==> config.mk <==
export PLATFORM = sky130hd
export DESIGN_NAME = div_reconstructor
export DESIGN_NICKNAME = d
export VERILOG_FILES = /design/src/rtl/div_reconstructor.sv
export SDC_FILE = /design/constraint.sdc
export NUM_CORES = 1
export LEC_CHECK = 0
export ABC_AREA = 1
export BUFFER_PORTS_ARGS = -buffer_cell sky130_fd_sc_hd__buf_2
export CORE_MARGIN = 2
export CORE_UTILIZATION = 55
export CTS_CLUSTER_DIAMETER = 30
export CTS_CLUSTER_SIZE = 20
export DETAILED_ROUTE_END_ITERATION = 7
export PLACE_DENSITY_LB_ADDON = 0.25
export SYNTH_ARGS = -nofsm -noshare
export SYNTH_HDL_FRONTEND = slang
export SYNTH_SLANG_ARGS = --single-unit
==> constraint.sdc <==
create_clock -name clk_i -period 5.24 [get_ports clk_i]
set_input_delay 1.048 -clock clk_i [delete_from_list [all_inputs] [get_ports clk_i]]
set_output_delay 1.048 -clock clk_i [all_outputs]
set_load 0.01 [all_outputs]
==> src/rtl/div_reconstructor.sv <==
// Sequential shift-add reconstructor: product = quotient*divisor + remainder, one bit per clock.
// Optional DIV_RECON_CHECK_EN adds a dividend input and a registered match flag.
module div_reconstructor #(
  parameter int unsigned BITS = 4
) (
  input  logic              clk_i,
  input  logic              rst_i,
  input  logic              start_i,
  input  logic [BITS-1:0]   quotient_i,
  input  logic [BITS-1:0]   divisor_i,
  input  logic [BITS-1:0]   remainder_i,
`ifdef DIV_RECON_CHECK_EN
  input  logic [BITS-1:0]   dividend_i,
  output logic              match_o,
`endif
  output logic              busy_o,
  output logic              done_o,
  output logic [2*BITS-1:0] product_o,
  output logic              overflow_o
);

  localparam int unsigned IdxW = (BITS > 1) ? $clog2(BITS) : 1;
  localparam logic [IdxW-1:0] LastIdx = IdxW'(BITS - 1);

  typedef enum logic [1:0] {
    StIdle,
    StRun,
    StDone
  } state_e;

  state_e            state_q, state_d;
  logic [2*BITS-1:0] acc_q, acc_d;
  logic [IdxW-1:0]   idx_q, idx_d;
  logic [BITS-1:0]   quot_q, quot_d;
  logic [BITS-1:0]   div_q, div_d;
  logic [2*BITS-1:0] prod_q, prod_d;
  logic              ovf_q, ovf_d;
  logic [2*BITS-1:0] acc_step;
  logic              accept;

`ifdef DIV_RECON_CHECK_EN
  logic [BITS-1:0]   dvd_q, dvd_d;
  logic              match_q, match_d;
`endif

  // Partial product for the current quotient bit, added into the running sum.
  always_comb begin
    acc_step = acc_q;
    if (quot_q[idx_q]) begin
      acc_step = acc_q + ({{BITS{1'b0}}, div_q} << idx_q);
    end
  end

  always_comb begin
    state_d = state_q;
    acc_d   = acc_q;
    idx_d   = idx_q;
    quot_d  = quot_q;
    div_d   = div_q;
    prod_d  = prod_q;
    ovf_d   = ovf_q;
    accept  = 1'b0;
`ifdef DIV_RECON_CHECK_EN
    dvd_d   = dvd_q;
    match_d = match_q;
`endif

    unique case (state_q)
      StIdle: begin
        accept = start_i;
      end
      StRun: begin
        acc_d = acc_step;
        idx_d = idx_q + IdxW'(1);
        if (idx_q == LastIdx) begin
          state_d = StDone;
          // Outputs only ever see the completed sum.
          prod_d  = acc_step;
          ovf_d   = |acc_step[2*BITS-1:BITS];
`ifdef DIV_RECON_CHECK_EN
          match_d = (acc_step == {{BITS{1'b0}}, dvd_q});
`endif
        end
      end
      StDone: begin
        state_d = StIdle;
        accept  = start_i;
      end
      default: begin
        state_d = StIdle;
      end
    endcase

    if (accept) begin
      state_d = StRun;
      quot_d  = quotient_i;
      div_d   = divisor_i;
      acc_d   = {{BITS{1'b0}}, remainder_i};
      idx_d   = '0;
`ifdef DIV_RECON_CHECK_EN
      dvd_d   = dividend_i;
`endif
    end
  end

  always_ff @(posedge clk_i or posedge rst_i) begin
    if (rst_i) begin
      state_q <= StIdle;
      acc_q   <= '0;
      idx_q   <= '0;
      quot_q  <= '0;
      div_q   <= '0;
      prod_q  <= '0;
      ovf_q   <= 1'b0;
    end else begin
      state_q <= state_d;
      acc_q   <= acc_d;
      idx_q   <= idx_d;
      quot_q  <= quot_d;
      div_q   <= div_d;
      prod_q  <= prod_d;
      ovf_q   <= ovf_d;
    end
  end

`ifdef DIV_RECON_CHECK_EN
  always_ff @(posedge clk_i or posedge rst_i) begin
    if (rst_i) begin
      dvd_q   <= '0;
      match_q <= 1'b0;
    end else begin
      dvd_q   <= dvd_d;
      match_q <= match_d;
    end
  end

  assign match_o = match_q;
`endif

  assign busy_o     = (state_q == StRun);
  assign done_o     = (state_q == StDone);
  assign product_o  = prod_q;
  assign overflow_o = ovf_q;

endmodule

---- Word level (Yosys, flattened, before mapping) ----
Cells that the tools add are included.
cells by class
  add/sub/neg operators ................... 2
  $mul .................................... 0
  div/mod/pow operators ................... 0
  order comparisons ....................... 1
  equal/unequal tests ..................... 5
  shift operators ......................... 1
  muxes and demuxes ....................... 11
  bitwise logic cells ..................... 0
  reductions and logical operators ........ 6
operators by type and width
  kind                                                                    number
  8-bit 2-to-1 mux                                                        3
  8-bit adder                                                             1
  2-bit 2-to-1 mux                                                        4
  4-bit by 2-bit << shifter with 8-bit output                             1
  2-bit equality test (second input constant)                             2
  2-bit one-hot mux with 2 select lines                                   1
  2-bit AND reduction                                                     2
  4-bit OR reduction                                                      1
  2-bit by 3-bit < comparator with 1-bit output (second input constant)   1
  3-bit by 1-bit != test with 1-bit output (second input constant)        1
  2-bit by 1-bit adder with 2-bit output (second input constant)          1
  1-bit binary-select mux with 2-bit select                               1
  2-bit by 1-bit equality test with 1-bit output (second input constant)  1
  2-bit zero test                                                         1
  1-bit 2-to-1 mux                                                        2
  2-bit != test (second input constant)                                   1
  2-bit nonzero test                                                      1
  2-bit OR reduction                                                      1
word-level totals
  bits in registers ....................... 29
  bits in latches ......................... 0
  RAM bits ................................ 0
  bits in read-only memories .............. 0
  input port bits ......................... 15
  output and inout port bits .............. 11
  word-level logic and storage cells ...... 33
  memories kept ........................... 0

---- Longest topological paths before layout ----
  depth after elaboration ................. 5
  gate-level depth with buffers ........... 18
  gate-level depth less buffers ........... 17

---- Worst setup path after synthesis ----
OpenSTA, ideal clock, no wires.
  kind .................................... register -> register
  from .................................... reg idx_q[0]
  to ...................................... reg ovf_q (netlist: overflow_o)
  library setup time ...................... 0.117 ns
  data arrival time ....................... 2.017 ns
  data required time ...................... 5.123 ns
  slack ................................... 3.106 ns
  stages on the path, launching flop included .. 16
  path buffers ............................ 1
  clock period less this slack ............ 2.134 ns
  cells stage by stage .................... dfrtp_1 > clkbuf_8 > inv_1 > nand2_1 > o21ai_0 > mux2i_1 > ha_1 > or2_2 > nand3_1 > nand3_1 > nand3_1 > nand2_1 > nor2_1 > nand2_1 > nand2_1 > nand2_1
between the ends
  cells in the longest elaborated chain, start to end .. 4
  elaborated cells between the ends (all ways) .. 8
  classes of those cells .................. add/sub (1); eq/ne (1); shift (1); mux (3); reduce/logical (2)
ends and longest elaborated chain
  what                                                                                                      RTL line  source
  start, declared                                                                                           33        logic [IdxW-1:0] idx_q, idx_d;
  start signal, assigned                                                                                    118       idx_q <= idx_d;
  4-bit by 2-bit << shifter with 8-bit output or 1-bit binary-select mux with 2-bit select (tied branches)  50, 49
  8-bit adder or 1-bit 2-to-1 mux (tied branches)                                                           50, 49
  8-bit 2-to-1 mux                                                                                          49        if (quot_q[idx_q]) begin
  4-bit OR reduction                                                                                        79        ovf_d = |acc_step[2*BITS-1:BITS];
  end signal, assigned                                                                                      122       ovf_q <= ovf_d;
  end, declared                                                                                             37        logic ovf_q, ovf_d;
Parallel ways exist; a longest one is shown, timed or not. The select of a mux whose other input is x is not followed.
A chain may end at the register's enable or synchronous reset.

---- Worst setup path after layout ----
  from .................................... reg state_q[0]
  to ...................................... out busy_o
between the ends
  cells in the longest elaborated chain, start to end .. 1
ends and longest elaborated chain
  what                                            RTL line  source
  start, declared                                 31        state_e state_q, state_d;
  start signal, assigned                          108       state_q <= StIdle;
  start signal, assigned                          116       state_q <= state_d;
  2-bit by 1-bit equality test with 1-bit output  140       assign busy_o = (state_q == StRun);
  end, declared                                   16        output logic busy_o,
No other way between the ends.

==> impl_metrics.yaml <==
clocking:
  cts_tree: "built"
  hold_buffers: 0
  clock_path_buffers: 2
  cts.htree.levels: 2
  clkLatencyLatePin_ns: 0.33
  cts.reportedPaths.clkPinSlew_ns: 0.09
  cts_resized: 0
  cts_buffers: 5
  cts_sinks: 29
  ctsRootBufferMaster: "clkbuf_4"
  cts_setup_buffers: 0
worst_setup_path:
  cp_num_buf_inv: 2
  reg2reg_from: "idx_q[0]"
  cp-start-kind: "flop"
  cpPeakStageDelay_ns: 0.36
  arrival_ns: 1.37
  startpoint: "state_q[0]"
  slowest_stage: "dfrtp_1"
  end_kind: "output port"
  crit_type: "flop to output port"
  crit_family: "flip-flops"
  worstPathRequired_ns: 4.19
  path_cells: "inv_1 -> nor2_2 -> buf_2"
  regToRegSetupSlack_ns: 2.87
  cp_max_fo: 9
grt:
  grt_pass1_vias: 1343
  grt_pass1_wl_um: 5910
  track_usage_pct: 22.3
  met1_usage_pct: 33.2
  antenna_found_initial: 0
  gr-total-overflow: 0
  grt_max_degree: 30
  grt-busiest-layer: "met1"
  met3_usage_pct: 5.41
  use_met2_pct: 32.1
drt:
  wl_per_cell_um: 12.3
  finalWirelength_um: 3470
  ant_nets: 0
  route.vias.total: 1457
  first_iter_violations: 54
  vias_per_cell: 5.17
  dr.pass1.iters: 4
  drc: 0
placed_design:
  place_congestion: 0.911
  pre_cts_slack_ns: 2.86
  portBuffers: 25
  dp_cells: 274
  place_hpwl_um: 2650
final_layout:
  area_growth_pct: 10.3
  final_cells: 282
  seq_area_sq_um: 726
  diodes: 0
  multi_input_area_sq_um: 826
  fillers: 272
  final_nets: 272
  drive_gt1_share_pct: 18.1
run:
  drv_cap: 0
die:
  num_io_pins: 26
  dieArea_sq_um: 3570
  core-area_sq_um: 3000
  die_w_um: 59.7
  die_h_um: 59.7
  num_rows: 20
  start_util_pct: 56.9
timing:
  worst_slack_ns: 2.82
  min_period_ns: 2.42
  fin_crit_sh_pct: 46.1
  setup_viol: 0
  finalHoldViolations: 0
  worst_pin_slew_ns: 1.06
  slew_headroom_pct: 29.0
  max_freq_ghz: 0.414
  finClkSkew_ns: 0.00947
  grt_setup_unrepaired: "no"
  setup_tns_ns: 0
  final_max_slew_viol_count: 0
synthesis:
  synth_seq_cells: 29
  synthCells: 220
  synth_edf_count: 0
  synth_flop_cell: "dfrtp_1"
  ys_warn_count: 0
  synth_area_leader_cell: "dfrtp_1"
  yosysSeqAreaShare_pct: 42.5
  synth_most_common_cell: "nand2_1"
  netlist_area_sq_um: 1710
  avgSynthCellArea_sq_um: 7.77
  synth_area_leaders: "dfrtp_1 (42%), nand2_1 (15%), inv_1 (6.4%), ha_1 (5.9%), nand3_1 (5.0%)"
  synthArstFlopShare_pct: 100
  synth_top_area_share_pct: 42.5
  synthTopCellsByCount: "nand2_1 (70), dfrtp_1 (29), inv_1 (29)"
  synth_nets: 244
  yosysUniqueCellTypes: 24
pwr:
  p_per_area_nw_per_um2: 750
  peakVddDrop_mv: 0.417
  total_leakage_power_nw: 1.06
status:
  status: "completed"
min_path:
  hp-start: "product_o[6]"
  hold_class: "flop to flop"
==> registers in the layout, indices dropped and copies added (netlist names) <==
name        flops
acc_q           8
div_q           4
idx_q           2
overflow_o      1
product_o       8
quot_q          4
state_q         2
==> cells in the final DEF (no fill, tap or decap), types with 2 or more instances in the layout <==
cell	synthesis	layout
a21oi_1	7	7
a22o_1	2	2
buf_2	1	25
clkbuf_4	0	5
clkinv_2	0	2
dfrtp_1	29	29
ha_1	8	8
inv_1	29	29
inv_2	2	2
mux2_2	5	5
mux2i_1	3	3
nand2_1	70	70
nand2_2	3	3
nand3_1	17	17
nor2_1	17	17
o211ai_1	2	2
o21ai_0	13	13
o221ai_1	2	2
o22ai_1	2	2
==> power breakdown <==
part | switching, mW | internal [mW]
Combinational | 0.554 | 0.324
Sequential | 0.0775 | 0.331
Clock | 0.0764 | 0.0510
==> routing by layer <==
layer / vias to the layer above / routed length (um)
met2: 32 / 1540
met5: - / 0
li1: 757 / -
met3: 4 / 143
met1: 664 / 1750
met4: 0 / 28
==> cells by family (layout without fill, tap and decap cells) <==
group / count (synthesis) / after routing / share of synthesized area (%)
AO/OA/AOI/OAI: 29 / 29 / 10.0
adder cells (fa/ha/maj): 9 / 9 / 7.03
buffers and inverters: 35 / 64 / 9.22
flip-flops: 29 / 29 / 42.5
multiplexers: 8 / 8 / 5.05
AND/OR/NAND/NOR: 110 / 110 / 26.2
==> layout make-up <==
| cell class | count | share of cell area [%] |
|---|---|---|
| flip-flops and latches | 29 | 38.5 |
| clock buffers | 6 | 2.19 |
| multi-input cells | 156 | 43.8 |
| well taps | 33 | 2.19 |
| inverters | 31 | 6.17 |
| repair buffers | 25 | 6.64 |
| clock inverters | 2 | 0.531 |
==> through the flow <==
| step | util, % | hold WS, ns | area [sq um] | total power, mW |
|---|---|---|---|---|
| floorplan | - | 0.477 | 1710 | 1.10 |
| global placement | 61.1 | 0.460 | 1830 | 1.27 |
| detailed placement | 61.1 | 0.468 | 1830 | 1.28 |
| CTS | 62.8 | 0.488 | 1890 | 1.42 |
| global route | 62.8 | 0.501 | 1890 | 1.58 |
| finish | 62.8 | 0.490 | 1890 | 1.41 |
==> worst reg2reg max path, stage by stage, from the launching register on <==
cell and delay, ns:
dfrtp_1 0.52, inv_1 0.17, o21ai_0 0.23, mux2i_1 0.11, ha_1 0.35, or2_2 0.32, nand3_1 0.09, nand3_1 0.06
nand3_1 0.09, nand2_1 0.10, nor2_1 0.10, nand2_1 0.05, nand2_1 0.05, nand2_1 0.05
==> worst paths after layout <==
kind,endpoint,cells past startpoint
min in group asynchronous,overflow_o,2
max in group asynchronous,div_q[1],2
setup reg to reg,overflow_o,13
hold reg to reg,product_o[6],2
hold / removal,product_o[6],2
setup / recovery,busy_o,3
Power figures use the tool's default switching activity.
